[src/rtl/shift_cmd_sequencer.sv]
// -----------------------------------------------------------------------------
// shift_cmd_sequencer
//
// Upstream control stage for a bidirectional shift register. It accepts one
// command at a time on a valid/ready handshake. For each command it issues a
// one-cycle parallel load, then exactly cmd_count shift strobes in the
// requested direction, and then a one-cycle done pulse.
//
// Optional feature (macro SHIFT_SHADOW_CHECK_EN):
//   When the macro is defined, a shadow copy of the expected register contents
//   is kept and compared against data_out in the cycle after every load or
//   shift strobe. Any difference sets the sticky mismatch flag. The flag is
//   cleared by rst or when a new command is accepted. When the macro is not
//   defined, data_out is ignored and mismatch is tied to 0.
//
// Parameters:
//   WIDTH  - shift register data width
//   CNT_W  - shift-count width (up to 2^CNT_W-1 shifts per command)
//
// Ports:
//   clk          system clock, rising edge
//   rst          synchronous, active-high reset
//   cmd_valid    command present
//   cmd_ready    command can be accepted (IDLE only)
//   cmd_data     word to parallel-load
//   cmd_dir      0 = shift left (toward MSB), 1 = shift right (toward LSB)
//   cmd_count    number of shift cycles after the load
//   load         parallel-load strobe (registered)
//   shift_en     shift strobe (registered)
//   shift_dir    shift direction (registered, held until next command)
//   parallel_in  load data (registered, held until next command)
//   busy         high whenever the FSM is not in IDLE
//   done         one-cycle completion pulse (registered)
//   data_out     shift register contents (used only by the shadow check)
//   mismatch     sticky shadow-compare error flag
// -----------------------------------------------------------------------------
module shift_cmd_sequencer #(
  parameter int WIDTH = 4,
  parameter int CNT_W = 3
) (
  input  logic             clk,
  input  logic             rst,
  input  logic             cmd_valid,
  output logic             cmd_ready,
  input  logic [WIDTH-1:0] cmd_data,
  input  logic             cmd_dir,
  input  logic [CNT_W-1:0] cmd_count,
  output logic             load,
  output logic             shift_en,
  output logic             shift_dir,
  output logic [WIDTH-1:0] parallel_in,
  output logic             busy,
  output logic             done,
  input  logic [WIDTH-1:0] data_out,
  output logic             mismatch
);

  typedef enum logic [1:0] {
    S_IDLE,
    S_LOAD,
    S_SHIFT,
    S_DONE
  } state_e;

  state_e           state_q;
  logic [CNT_W-1:0] remaining_q;
  logic             load_q;
  logic             shift_en_q;
  logic             shift_dir_q;
  logic             done_q;
  logic [WIDTH-1:0] parallel_in_q;
  logic             accept;

  assign accept    = cmd_valid && (state_q == S_IDLE);
  assign cmd_ready = (state_q == S_IDLE);
  assign busy      = (state_q != S_IDLE);

  // Strobes are registered: each branch sets the strobe that belongs to the
  // state being entered, so the output lines up with that state's cycle.
  always_ff @(posedge clk) begin
    // NOTE: every control register is cleared in reset so an aborted command
    // leaves no strobe or stale data behind; reset is synchronous here.
    if (rst) begin
      state_q       <= S_IDLE;
      remaining_q   <= '0;
      load_q        <= 1'b0;
      shift_en_q    <= 1'b0;
      shift_dir_q   <= 1'b0;
      done_q        <= 1'b0;
      parallel_in_q <= '0;
    end else begin
      // NOTE: non-blocking assignments so every register samples the values
      // from before this edge, independent of statement order.
      load_q     <= 1'b0;
      shift_en_q <= 1'b0;
      done_q     <= 1'b0;
      case (state_q)
        S_IDLE: begin
          if (accept) begin
            state_q       <= S_LOAD;
            load_q        <= 1'b1;
            parallel_in_q <= cmd_data;
            shift_dir_q   <= cmd_dir;
            remaining_q   <= cmd_count;
          end
        end
        S_LOAD: begin
          if (remaining_q == '0) begin
            state_q <= S_DONE;
            done_q  <= 1'b1;
          end else begin
            state_q    <= S_SHIFT;
            shift_en_q <= 1'b1;
          end
        end
        S_SHIFT: begin
          // Leave on the last shift cycle rather than counting to zero, so
          // the all-ones count yields exactly 2^CNT_W-1 shifts with no wrap.
          if (remaining_q == CNT_W'(1)) begin
            state_q <= S_DONE;
            done_q  <= 1'b1;
          end else begin
            remaining_q <= remaining_q - CNT_W'(1);
            shift_en_q  <= 1'b1;
          end
        end
        S_DONE: begin
          state_q <= S_IDLE;
        end
        default: begin
          state_q <= S_IDLE;
        end
      endcase
    end
  end

  assign load        = load_q;
  assign shift_en    = shift_en_q;
  assign shift_dir   = shift_dir_q;
  assign done        = done_q;
  assign parallel_in = parallel_in_q;

`ifdef SHIFT_SHADOW_CHECK_EN
  logic [WIDTH-1:0] shadow_q;
  logic [WIDTH-1:0] shadow_d;
  logic             check_pending_q;
  logic             mismatch_q;
  logic             mismatch_d;

  always_comb begin
    // NOTE: defaults first so every path assigns every output; no latches.
    shadow_d   = shadow_q;
    mismatch_d = mismatch_q;
    if (load_q) begin
      shadow_d = parallel_in_q;
    end else if (shift_en_q) begin
      shadow_d = shift_dir_q ? {1'b0, shadow_q[WIDTH-1:1]}
                             : {shadow_q[WIDTH-2:0], 1'b0};
    end
    // The register updates on the same edge as the shadow, so its output is
    // compared one cycle after each strobe.
    if (check_pending_q && (data_out != shadow_q)) begin
      mismatch_d = 1'b1;
    end
    if (accept) begin
      mismatch_d = 1'b0;
    end
  end

  always_ff @(posedge clk) begin
    if (rst) begin
      shadow_q        <= '0;
      check_pending_q <= 1'b0;
      mismatch_q      <= 1'b0;
    end else begin
      shadow_q        <= shadow_d;
      check_pending_q <= load_q || shift_en_q;
      mismatch_q      <= mismatch_d;
    end
  end

  assign mismatch = mismatch_q;
`else
  logic unused_data_out;
  assign unused_data_out = ^data_out;
  assign mismatch        = 1'b0;
`endif

endmodule

[config.mk]
export PLATFORM = sky130hd
export DESIGN_NAME = shift_cmd_sequencer
export DESIGN_NICKNAME = d
export VERILOG_FILES = /design/src/rtl/shift_cmd_sequencer.sv
export SDC_FILE = /design/constraint.sdc
export NUM_CORES = 1
export LEC_CHECK = 0
export CAP_MARGIN = 20
export CORE_ASPECT_RATIO = 1.4
export CORE_MARGIN = 4
export CORE_UTILIZATION = 35
export CTS_CLUSTER_DIAMETER = 30
export CTS_CLUSTER_SIZE = 10
export DETAILED_ROUTE_END_ITERATION = 12
export GPL_ROUTABILITY_DRIVEN = 0
export HOLD_SLACK_MARGIN = 0.08
export PLACE_DENSITY = 0.7
export SYNTH_ARGS = -nofsm -noshare
export SYNTH_HDL_FRONTEND = slang
export SYNTH_SLANG_ARGS = --single-unit
[constraint.sdc]
create_clock -name clk -period 2.3 [get_ports clk]
set_input_delay 0.23 -clock clk [delete_from_list [all_inputs] [get_ports clk]]
set_output_delay 0.23 -clock clk [all_outputs]
set_load 0.02 [all_outputs]
# Word level (Yosys, flattened, before mapping)

Cells that the tools add are included.
Widths: inputs -> output; s select.

Bits in registers: 13
Input bits: 15
Output and inout bits: 11

Add/sub/neg operators: 1
Equality and inequality tests: 7
Mux-type cells: 14
Bitwise logic cells: 1
Reduce and logical (&&, ||, !) cells: 9

Operators by type and width:

| operator            | count |
|---|---|
| $pmux 2 s4          | 1 |
| $mux 1              | 6 |
| $mux 3              | 2 |
| $pmux 3 s2          | 1 |
| $eq 2x2->1 const B  | 2 |
| $mux 2              | 2 |
| $ne 2x2->1 const B  | 2 |
| $pmux 1 s2          | 2 |
| $reduce_and 2->1    | 2 |
| $reduce_bool 2->1   | 2 |
| $eq 3x1->1 const B  | 1 |
| $logic_not 3->1     | 1 |
| $reduce_and 3->1    | 1 |
| $sub 3x1->3 const B | 1 |
| $eq 2x1->1 const B  | 1 |
| $logic_not 2->1     | 1 |
| $ne 2x1->1 const B  | 1 |
| $reduce_or 2->1     | 1 |
| $logic_and 1x1->1   | 1 |
| $not 1->1           | 1 |

# Longest topological paths before layout

Word-level depth: 4
Gate-level depth with buffers: 7

# Worst setup path after synthesis

No wires, ideal clock.

Path kind: register to register
Start point: register state_q[0]
End point: register remaining_q[0]
Setup time: 0.071 ns
Arrival: 1.710 ns
Required time: 2.229 ns
Slack: 0.519 ns
Cell stages (with the launch flop): 8
Path buffers: 1
Clock period less this slack: 1.781 ns
Cells stage by stage: dfxtp_1 inv_1 ha_1 buf_6 nor2b_4 a211o_1 or3_1 a21oi_1

Longest elaborated chain between the ends: 4
Elaborated cells on any way between the ends: 8
Those cells by class: eq/ne (3); mux (1); reduce/logical (4)

Ends and longest elaborated chain:

| element                    | RTL line | RTL |
|---|---|---|
| start, declared            | 65       | `state_e state_q;` |
| start signal, assigned     | 84       | `state_q <= S_IDLE;` |
| start signal, assigned     | 100      | `state_q <= S_LOAD;` |
| start signal, assigned     | 109      | `state_q <= S_DONE;` |
| $logic_not 2->1 *          | -        |  |
| via cmd_ready              | 44       | `output logic cmd_ready,` |
| $logic_and 1x1->1          | 74       | `assign accept = cmd_valid && (state_q == S_IDLE);` |
| $ne 2x1->1 (no line)       | -        |  |
| $reduce_and 3->1 (no line) | -        |  |
| end signal, assigned       | 104      | `remaining_q <= cmd_count;` |
| end signal, assigned       | 123      | `remaining_q <= remaining_q - CNT_W'(1);` |
| end, declared              | 66       | `logic [CNT_W-1:0] remaining_q;` |

Mark *: on every way through the listed nets, which the timed path passes. The rest lies on a longest branch.
A chain may end at the register's enable or synchronous reset.

# Final worst setup path

Start point: register state_q[0]
End point: output cmd_ready

Longest elaborated chain between the ends: 1

Ends and longest elaborated chain:

| element         | RTL line | RTL |
|---|---|---|
| $logic_not 2->1 | 75       | `assign cmd_ready = (state_q == S_IDLE);` |
| end, declared   | 44       |  |

Every way passes these cells.

==> reports/metrics.yaml <==
critical_path:
  start_kind: "register"
  critPathMaxStageDelay_ps: 680
  arrival_ps: 1820
  critPathTopFamily: "buffers and inverters"
  cp_data_required_time_ps: 2070
  criticalPathCategory: "reg2out"
  cp_max_fo: 11
  cp_cell_sequence: "inv_1 -> ha_1 -> clkdlybuf4s50_1"
  cp_slowest_cell: "clkdlybuf4s50_1"
  crit_buf_inv: 2
  crit_path_end_kind: "primary output"
run:
  cap_violations: 0
synthesis:
  yosysUniqueCellTypes: 23
  synth_adder_area_share: 0.128
  syn_nets: 104
  yosysSeqAreaShare: 0.379
  synth_seq_cells: 13
  synth_area_per_cell_sq_um: 8.38
  synth-compound-area-share: 0.168
  yosys_warnings: 0
  muxShareOfSynthArea: 0.0146
  synth_top_family_by_area: "simple AND/OR/NAND/NOR gates"
  synthXorXnorAreaFrac: 0
  netlist_instances: 82
  synthSimpleGateAreaFrac: 0.230
  syn_area_sq_um: 687
clock_tree:
  htree_levels: 1
  cts_resized: 0
  cts_tree: "done"
  clock_latency_ps: 280
  cts.sinks: 13
  clk_pin_slew_ps: 80
  cts_made_buffers: 3
  cts_max_path_buffers: 2
  root_buffer: "clkbuf_4"
  cts_setup_buffers: 0
  hold_buffers: 0
placed_design:
  hpwl_mm: 1.07
  dp.cells: 118
  portBuffers: 20
power_and_ir_drop:
  power_density_nw_per_um2: 1090
  max-vdd-ir-drop_uv: 548
  p_leak_nw: 0.367
  fin_total_pwr_w: 0.000988
die:
  die_h_um: 60.4
  pin_count: 26
  core_sq_um: 1820
  start_util: 0.377
  die-area_sq_um: 2750
  rows: 18
  fp.dieW_um: 45.4
global_route:
  grt_max_degree: 13
  grt_pass1_vias: 561
  antenna_found_initial: 0
  overflow: 0
  grt_pass1_wl_mm: 2.30
  grt_usage: 0.113
drt:
  wl_met3_um: 112
  drt-met1-wl_um: 548
  drt_iter0_markers: 5
  vias: 586
  drtPass1Iterations: 4
  top_layer_used: "met4"
  post-route-drc-count: 0
  routed_wl_mm: 1.35
  met2_length_um: 677
  antenna_left: 0
  avgRoutedWirePerCell_um: 11.1
  viasPerCell: 4.80
layout:
  nFillCells: 167
  area_growth_pct: 32.2
  drive_above_1_share: 0.0490
  diodes: 0
  final_net_count: 125
  layout.cells.non_filler: 122
sta:
  period_share: 0.893
  fin_tns_setup_ps: 0
  fin_crit_ps: 2050
  finalSetupViolations: 0
  rsz0062_at_grt: "no"
  slew_violations: 0
  fmax_ghz: 0.487
  fin_worst_skew_ps: 0.703
  hold_viol_final: 0
worst_hold_path:
  hold_class: "reg2reg"
status:
  status: "completed"
layout make-up:
class	count	area (sq um)	share of cell area
repair buffers	20	200	0.220
well taps	20	25.0	0.0275
multi-input cells	59	374	0.412
clock buffers	4	26.3	0.0289
inverters	6	22.5	0.0248
flip-flops and latches	13	260	0.287
flip-flops by register name, indices dropped and copies added, names as in the netlist:
signal / flops
done: 1
parallel_in: 4
state_q: 2
shift_en: 1
remaining_q: 3
load: 1
shift_dir: 1
report_power, final:
group	switching (W)	internal, W	leakage, nW	total (W)
clock	0.0000733	0.0000673	0.0150	0.000141
sequential	0.0000410	0.000289	0.107	0.000330
combinational	0.000278	0.000240	0.246	0.000518
total	0.000392	0.000596	0.367	0.000988
worst register-to-register path, delay by kind of cell (launching register included):
family / cells / cell delay, ps
AOI/OAI and AO/OA: 2 / 450
and+or+nand+nor: 2 / 560
buffers and inverters: 1 / 100
DFF: 1 / 360
adders and majority gates: 1 / 350
cell usage after synthesis:
| cell type | n | share of area |
|---|---|---|
| dfxtp_1 | 13 | 0.38 |
| a21oi_1 | 11 | 0.080 |
| nand2_1 | 9 | 0.049 |
| ha_1 | 7 | 0.13 |
| inv_1 | 6 | 0.033 |
| nand2b_1 | 5 | 0.046 |
| nand3_1 | 5 | 0.036 |
| nor2_1 | 5 | 0.027 |
| o21ai_0 | 4 | 0.029 |
| a211o_1 | 2 | 0.026 |
| buf_4 | 2 | 0.022 |
| nor2b_1 | 2 | 0.018 |
| a31oi_1 | 1 | 0.0091 |
| a41o_1 | 1 | 0.015 |
| buf_6 | 1 | 0.016 |
| clkbuf_1 | 1 | 0.0055 |
| conb_1 | 1 | 0.0055 |
| mux2i_1 | 1 | 0.015 |
| nand3b_1 | 1 | 0.011 |
| nor2b_2 | 1 | 0.013 |
| nor2b_4 | 1 | 0.020 |
| o22ai_1 | 1 | 0.0091 |
| or3_1 | 1 | 0.0091 |
layout by cell type, fill, tap and decap left out, types with 2 or more instances in the layout:
cell	instances
a211o_1	2
a21oi_1	11
clkbuf_4	3
clkdlybuf4s50_1	20
dfxtp_1	13
ha_1	7
inv_1	6
nand2_1	9
nand2b_1	5
nand3_1	5
nor2_1	5
nor2b_1	2
o21ai_0	4
worst paths after layout:
| kind | from | end | slack [ps] | cells after the start |
|---|---|---|---|---|
| worst max register to register | state_q[0]$_SDFFE_PP0P_ | remaining_q[0]$_SDFFE_PP0P_ | 420 | 6 |
| worst min-delay path | remaining_q[1]$_SDFFE_PP0P_ | remaining_q[1]$_SDFFE_PP0P_ | 450 | 2 |
| worst max-delay path | state_q[0]$_SDFFE_PP0P_ | cmd_ready | 250 | 3 |
| worst min register to register | remaining_q[1]$_SDFFE_PP0P_ | remaining_q[1]$_SDFFE_PP0P_ | 450 | 2 |
kinds of logic after synthesis:
group,count (synthesis)
buffers and inverters,10
muxes,1
other,1
DFF,13
and+or+nand+nor,30
AOI/OAI and AO/OA,20
adders and majority gates,7
metal layers:
layer / global-route usage / vias up
li1: - / 311
met1: 0.118 / 253
met2: 0.206 / 20
met3: 0.0297 / 2
met4: 0.0502 / 0
met5: 0 / -
per-stage QoR:
| stage | util | setup WS (ps) | cell area [sq um] | hold WS, ps |
|---|---|---|---|---|
| after floorplan | - | 519 | 687 | 378 |
| after global placement | 0.484 | 479 | 882 | 440 |
| after detailed placement | 0.484 | 425 | 882 | 446 |
| after CTS | 0.498 | 244 | 908 | 457 |
| after global routing | 0.498 | 139 | 908 | 477 |
| final | 0.498 | 246 | 908 | 454 |
Note: power is estimated with default switching activity, not from simulation.
